## config.mk

```make
export PLATFORM = sky130hd
export DESIGN_NAME = plic_gateway_array
export DESIGN_NICKNAME = d
export VERILOG_FILES = /design/src/rtl/plic_gateway_array.sv
export SDC_FILE = /design/constraint.sdc
export NUM_CORES = 1
export LEC_CHECK = 0
export CAP_MARGIN = 20
export CORE_MARGIN = 5
export CORE_UTILIZATION = 40
export CTS_BUF_LIST = sky130_fd_sc_hd__clkbuf_8
export CTS_CLUSTER_SIZE = 24
export DETAILED_ROUTE_END_ITERATION = 8
export PLACE_DENSITY = 0.62
export SYNTH_ARGS = -nofsm -noshare
export SYNTH_HDL_FRONTEND = slang
export SYNTH_SLANG_ARGS = --single-unit
```

## constraint.sdc

```tcl
create_clock -name clk_i -period 23 [get_ports clk_i]
set_clock_uncertainty 0.1 [all_clocks]
set_input_delay 5.75 -clock clk_i [delete_from_list [all_inputs] [get_ports clk_i]]
set_output_delay 5.75 -clock clk_i [all_outputs]
set_load 0.005 [all_outputs]
```

## src/rtl/plic_gateway_array.sv

```systemverilog
// Bank of PLIC interrupt gateways: optional irq synchroniser, then one independent
// IDLE/PEND/ACTIVE gateway per source with a saturating edge-request counter.

module plic_gw_src #(
    parameter int MAX_PEND = 7,
    parameter int CNT_W    = 3
) (
    input  logic clk_i,
    input  logic rst_i,
    input  logic irq_s,
    input  logic tm,
    input  logic claim_hit,
    input  logic comp_hit,
    output logic ip,
    output logic active
);
    typedef enum logic [1:0] {IDLE, PEND, ACTIVE} state_t;

    state_t             state_q;
    logic               irq_q;
    logic [CNT_W-1:0]   cnt_q;
    logic               rise, go_pend, consume;

    assign rise    = irq_s & ~irq_q;
    assign go_pend = (state_q == IDLE) && (tm ? (cnt_q != '0) : irq_s);
    assign consume = go_pend & tm;

    always_ff @(posedge clk_i or posedge rst_i) begin
        if (rst_i) begin
            state_q <= IDLE;
            irq_q   <= 1'b0;
            cnt_q   <= '0;
            ip      <= 1'b0;
            active  <= 1'b0;
        end else begin
            irq_q <= irq_s;
            // A rise and a consume in the same cycle cancel out.
            if (!tm)
                cnt_q <= '0;
            else if (rise && !consume) begin
                if (cnt_q != CNT_W'(MAX_PEND))
                    cnt_q <= cnt_q + CNT_W'(1);
            end else if (!rise && consume)
                cnt_q <= cnt_q - CNT_W'(1);

            case (state_q)
                IDLE: if (go_pend) begin
                    state_q <= PEND;
                    ip      <= 1'b1;
                end
                PEND: if (claim_hit) begin
                    state_q <= ACTIVE;
                    ip      <= 1'b0;
                    active  <= 1'b1;
                end
                ACTIVE: if (comp_hit) begin
                    state_q <= IDLE;
                    active  <= 1'b0;
                end
                default: begin
                    state_q <= IDLE;
                    ip      <= 1'b0;
                    active  <= 1'b0;
                end
            endcase
        end
    end
endmodule

module plic_gateway_array #(
    parameter  int SOURCES     = 32,
    parameter  int SYNC_STAGES = 2,
    parameter  int MAX_PEND    = 7,
    localparam int CNT_W       = $clog2(MAX_PEND + 1),
    localparam int ID_W        = $clog2(SOURCES + 1)
) (
    input  logic               clk_i,
    input  logic               rst_i,
    input  logic [SOURCES-1:0] irq_i,
    input  logic [SOURCES-1:0] tm_i,
    input  logic               claim_i,
    input  logic [ID_W-1:0]    claim_id_i,
    input  logic               comp_i,
    input  logic [ID_W-1:0]    comp_id_i,
    output logic [SOURCES-1:0] ip_o,
    output logic [SOURCES-1:0] active_o
);
    logic [SOURCES-1:0] irq_s;

    generate
        if (SYNC_STAGES == 0) begin : g_nosync
            assign irq_s = irq_i;
        end else begin : g_sync
            logic [SYNC_STAGES-1:0][SOURCES-1:0] sync_q;
            always_ff @(posedge clk_i or posedge rst_i) begin
                if (rst_i)
                    sync_q <= '0;
                else begin
                    sync_q[0] <= irq_i;
                    for (int i = 1; i < SYNC_STAGES; i++)
                        sync_q[i] <= sync_q[i-1];
                end
            end
            assign irq_s = sync_q[SYNC_STAGES-1];
        end
    endgenerate

    // ID 0 and IDs above SOURCES never match a lane, so they fall through silently.
    for (genvar g = 0; g < SOURCES; g++) begin : g_src
        localparam logic [ID_W-1:0] SRC_ID = ID_W'(g + 1);
        plic_gw_src #(.MAX_PEND(MAX_PEND), .CNT_W(CNT_W)) u_src (
            .clk_i     (clk_i),
            .rst_i     (rst_i),
            .irq_s     (irq_s[g]),
            .tm        (tm_i[g]),
            .claim_hit (claim_i && (claim_id_i == SRC_ID)),
            .comp_hit  (comp_i && (comp_id_i == SRC_ID)),
            .ip        (ip_o[g]),
            .active    (active_o[g])
        );
    end
endmodule

```

-- Word-level counts from Yosys, hierarchy flattened
Index checks and enable logic that the tools add are counted.
- $add $sub $neg: 64
- equal/unequal tests: 320
- multiplexer cells: 480
- bitwise logic cells: 160
- reduce and logical (&&, ||, !) cells: 416
- operators by type and width (cell ; number):
    $mux W3 ; 128
    $reduce_and A3 Y1 ; 96
    $eq A6 B5 Y1 const B ; 32
    $mux W2 ; 96
    $ne A2 B1 Y1 const B ; 96
    $ne A3 B3 Y1 const B ; 64
    $pmux W1 S3 ; 64
    $pmux W2 S3 ; 32
    $logic_and A1 B1 Y1 ; 160
    $mux W1 ; 160
    $add A3 B1 Y3 const B ; 32
    $eq A6 B4 Y1 const B ; 16
    $ne A3 B1 Y1 const B ; 32
    $not A1 Y1 ; 96
    $reduce_bool A3 Y1 ; 32
    $sub A3 B1 Y3 const B ; 32
    $and A1 B1 Y1 ; 64
    $eq A2 B1 Y1 const B ; 32
    $eq A2 B2 Y1 const B ; 32
    $logic_not A1 Y1 ; 64
    $logic_not A2 Y1 ; 32
    $reduce_and A2 Y1 ; 32
    $eq A6 B3 Y1 const B ; 8
    $eq A6 B2 Y1 const B ; 4
    other kinds (2) ; 4
- register bits: 320
- word-level logic and storage cells: 1602

-- Logic depth before layout (Yosys ltp)
- depth in word-level cells: 8
- mapped depth: 8

-- Cells and area by module
Synthesis repeated with hierarchy kept, for this count alone.
- cell total of the unflattened synthesis: 1485
- area, all modules: 15194.6 um2
- by module, submodules not included (module ; instances ; cells each ; area an instance (um2) ; sequential area each (um2)):
    plic_gw_src ; 32 ; 41 ; 404.1 ; 200.2
    plic_gateway_array ; 1 ; 173 ; 2262.2 ; 1601.5

-- Least setup slack after synthesis
Ideal clock, no wire load.
- path kind: input to register
- from: input tm_i[23]
- to: register g_src[23].u_src.cnt_q[2]
- setup time: 0.126 ns
- data arrival time: 7.487 ns
- slack: 15.287 ns
- cell stages on the path: 7
- buffers on the path: 0
- cells stage by stage: nor4b_2 > nor4_4 > a21oi_1 > fa_1 > a2111oi_0 > o21ai_0 > o311a_1
- word-level cells in the longest chain between the ends: 7
- elaborated cells between the ends (all ways): 11
- RTL lines (what ; line ; source):
    start: declaration ; 80 ; input logic [SOURCES-1:0] tm_i,
    $mux W1 ; 25 ; assign go_pend = (state_q == IDLE) && (tm ? (cnt_q != '0) : irq_s);
    $logic_and A1 B1 Y1 ; 25 ;
    $and A1 B1 Y1 ; 26 ; assign consume = go_pend & tm;
    $logic_not A1 Y1 ; 40 ; else if (rise && !consume) begin
    $logic_and A1 B1 Y1 ; 40 ;
    $ne A3 B3 Y1 (no source line), or another cell as far along ; - ;
    $reduce_and A2 Y1 (no source line) or $mux W3 (tied branches) ; - ;
    end signal: assignment ; 42 ; cnt_q <= cnt_q + CNT_W'(1);
    end signal: assignment ; 44 ; cnt_q <= cnt_q - CNT_W'(1);
    end: declaration ; 21 ; logic [CNT_W-1:0] cnt_q;
Parallel ways exist; a longest one is shown, timed or not.
A chain may end at the register's enable or synchronous reset.

-- Worst setup path after layout
- from: input claim_id_i[3]
- to: register g_src[7].u_src.state_q[0]
- word-level cells in the longest chain between the ends: 4
- RTL lines (what ; line ; source):
    start: declaration ; 82 ; input logic [ID_W-1:0] claim_id_i,
    $eq A6 B4 Y1 ; 116 ; .claim_hit (claim_i && (claim_id_i == SRC_ID)),
    $logic_and A1 B1 Y1 ; 116 ;
    $ne A2 B1 Y1 (no source line) ; - ;
    $reduce_and A3 Y1 (no source line) ; - ;
    end signal: assignment ; 52 ; state_q <= ACTIVE;
    end signal: assignment ; 57 ; state_q <= IDLE;
    end signal: assignment ; 61 ; state_q <= IDLE;
    end: declaration ; 19 ; state_t state_q;
Every way passes these cells.

==> qor.yml <==
synth:
  synth_edf_count: 0
  synth.distinct_cells: 69
  synth_ff_type: "dfrtp_1"
  syn_nets: 1739
  ys_top_cells_by_count: "dfrtp_1, inv_1, nor2_1"
  ys_seq_area_frac: 0.4984
  synth_top_area_share: 0.4984
  synth_area_mm2: 0.01607
  synthCells: 1627
  synth-seq-cells: 320
  yosys.cell_count.top_type: "dfrtp_1"
  syn_avg_cell_area_um2: 9.875
  synth-async-reset-ratio: 1.000
  synth_area_leaders: "dfrtp_1, a21oi_1, fa_1, inv_1, nor2_1"
  yosysTopAreaCell: "dfrtp_1"
  ys_warn_count: 0
sta:
  finalSetupViolCount: 0
  maxSlewViolCount: 0
  fin_hold_ws_ns: 0.2414
  finalSetupTns_ns: 0
  fin_crit_sh: 0.3488
  relSlewSlack: 0.3706
  min_period_ns: 8.023
  setup_ws_ns: 14.98
  timing.fmax_mhz: 124.6
  worst_slew_pin_slew_ns: 0.9442
  hold_viol_final: 0
  rsz0062_at_grt: "false"
cells_and_area:
  antenna_cells: 0
  final_nets: 1865
  drive_above_1_share: 0.08022
  syn_to_final_growth_pct: 17.64
  layout.cells.non_filler: 2320
power_and_ir_drop:
  power_density_mw_per_mm2: 87.33
  power.total_w: 0.001651
  sequentialPowerShare: 0.440
  p_comb_frac: 0.214
  p_sw_frac: 0.3032
  switching_power_w: 0.0005005
  intPower_w: 0.001150
  ir_drop_uv: 41.85
  clkPwrFrac: 0.347
  p_leak_nw: 8.430
setup_path:
  worstPathMaxFanout: 20
  crit_path_top_delay_cell: "clkdlybuf4s50_1"
  path_buf_inv: 1
  start_kind: "input pin"
  critPathRequiredTime_ns: 23.41
  max_stage_delay_ns: 1.05
  r2r-start: "g_src[17].u_src.state_q[1]"
  cp-startpoint: "claim_id_i[3]"
  cp-end-kind: "register"
  path_class: "input pin to register"
  r2r_setup_slack_ns: 20.35
  crit_chain: "clkdlybuf4s50_1 -> nor2b_1 -> nand2_1 -> nor3_1 -> mux2_2 -> nor2_1"
  crit_family: "simple AND/OR/NAND/NOR gates"
  arrival_ns: 8.43
placed_design:
  hpwl_um: 28030
  place_congestion: 0.7966
  place_inst: 2219
  place_ws_ns: 14.34
  port-buffer-count: 143
global_routing:
  first_global_vias: 11940
  grt_max_degree: 129
  globalRouteTotalUtil: 0.1737
  grt_util_met2: 0.2729
  grt.overflow.total: 0
  met3_usage: 0.04956
  busiest_layer: "met2"
  grt_pass1_wl_um: 63010
  antenna_found_initial: 1
  grt_use_met1: 0.2334
job:
  max_cap_violations: 0
floorplan:
  coreArea_mm2: 0.03973
  io-pin-count: 144
  die_area_mm2: 0.04427
  die_w_um: 210.4
  rows: 73
  start_util: 0.4044
  dieHeight_um: 210.4
clocking:
  cts_tree: "yes"
  clock_latency_ns: 0.62
  ctsHoldBuffers: 0
  cts_resized: 0
  cts_root_buf: "clkbuf_8"
  cts_setup_buffers: 0
  path_clk_slew_ns: 0.07
  ctsLongestPathBuffers: 3
  cts_sinks: 320
  numCtsBuffers: 57
  htree_levels: 2
route:
  wire_per_inst_um: 16.63
  ant_nets: 0
  first_iter_violations: 888
  via_count: 12340
  via_per_inst: 5.320
  drt-total-wl_um: 38590
  drc: 0
  dr.pass1.iters: 5
run_status:
  status: "finished clean"
hold_path:
  min_path_type: "register to register"
  hp-start: "g_sync.sync_q[1]"
## routing by layer
layer / share of wire / vias to the layer above
met4: 0.031 / 2
li1: - / 6010
met3: 0.062 / 80
met5: 0.00018 / -
met1: 0.45 / 5981
met2: 0.45 / 269
## kinds of logic (layout without fill, tap and decap cells)
kind of cell             Yosys count  count (layout)  share of synthesized area
multiplexers                      58              58                    0.03746
flip-flops                       320             320                     0.4984
AND/OR/NAND/NOR                  477             477                     0.1445
XOR/XNOR                           7               7                   0.003816
AO/OA/AOI/OAI                    486             486                     0.2031
adder cells (fa/ha/maj)           32              32                    0.03987
buffers and inverters            247             415                    0.07289
## per-stage QoR
step                area (um2)  utilization
global placement         17650       0.4442
floorplan                16070            -
CTS                      18900       0.4757
global route             18900       0.4757
detailed placement       17650       0.4442
finish                   18900       0.4757
## path summary, 6_finish.rpt
check / cells past startpoint / endpoint
worst min register to register: 0 / irq_s[1]
min in group asynchronous: 2 / g_src[16].u_src.cnt_q[1]
max in group asynchronous: 3 / g_src[27].u_src.state_q[1]
worst min-delay path: 0 / irq_s[1]
worst max-delay path: 6 / g_src[7].u_src.state_q[0]
worst max register to register: 7 / g_src[17].u_src.cnt_q[2]
## registers in the layout, summed over array words and instances, names as in the netlist
register,cells
g_sync.sync_q,32
g_src.u_src.ip,32
g_src.u_src.cnt_q,96
g_src.u_src.irq_q,32
irq_s,32
g_src.u_src.active,32
g_src.u_src.state_q,64
## power by group through the flow
stage	combinational [W]	sequential (W)	clock [W]
after floorplan	0.000261	0.000706	0
after global placement	0.000346	0.000731	0
after detailed placement	0.000358	0.000734	0
after CTS	0.000359	0.000725	0.000595
after global routing	0.000399	0.000738	0.000621
final	0.000353	0.000726	0.000572
## final cells by class
type / count / area, um2
well taps: 525 / 656.9
clock buffers: 78 / 1074
clock inverters: 23 / 178.9
repair buffers: 147 / 1461
flip-flops and latches: 320 / 8008
fillers: 3688 / 20830
inverters: 167 / 634.4
multi-input cells: 1060 / 6888
## cells in the final DEF, fill, tap and decap left out, types with 24 or more instances in the layout
cell,n
or3_1,27
inv_1,175
dfrtp_1,320
nand2_1,133
mux2i_1,41
clkbuf_8,78
a21oi_1,146
o21ai_0,111
nor2b_1,24
nor2_1,151
fa_1,32
nand3_1,27
clkdlybuf4s50_1,143
nor3_1,26
No activity file was read; power rests on OpenSTA's default activity.
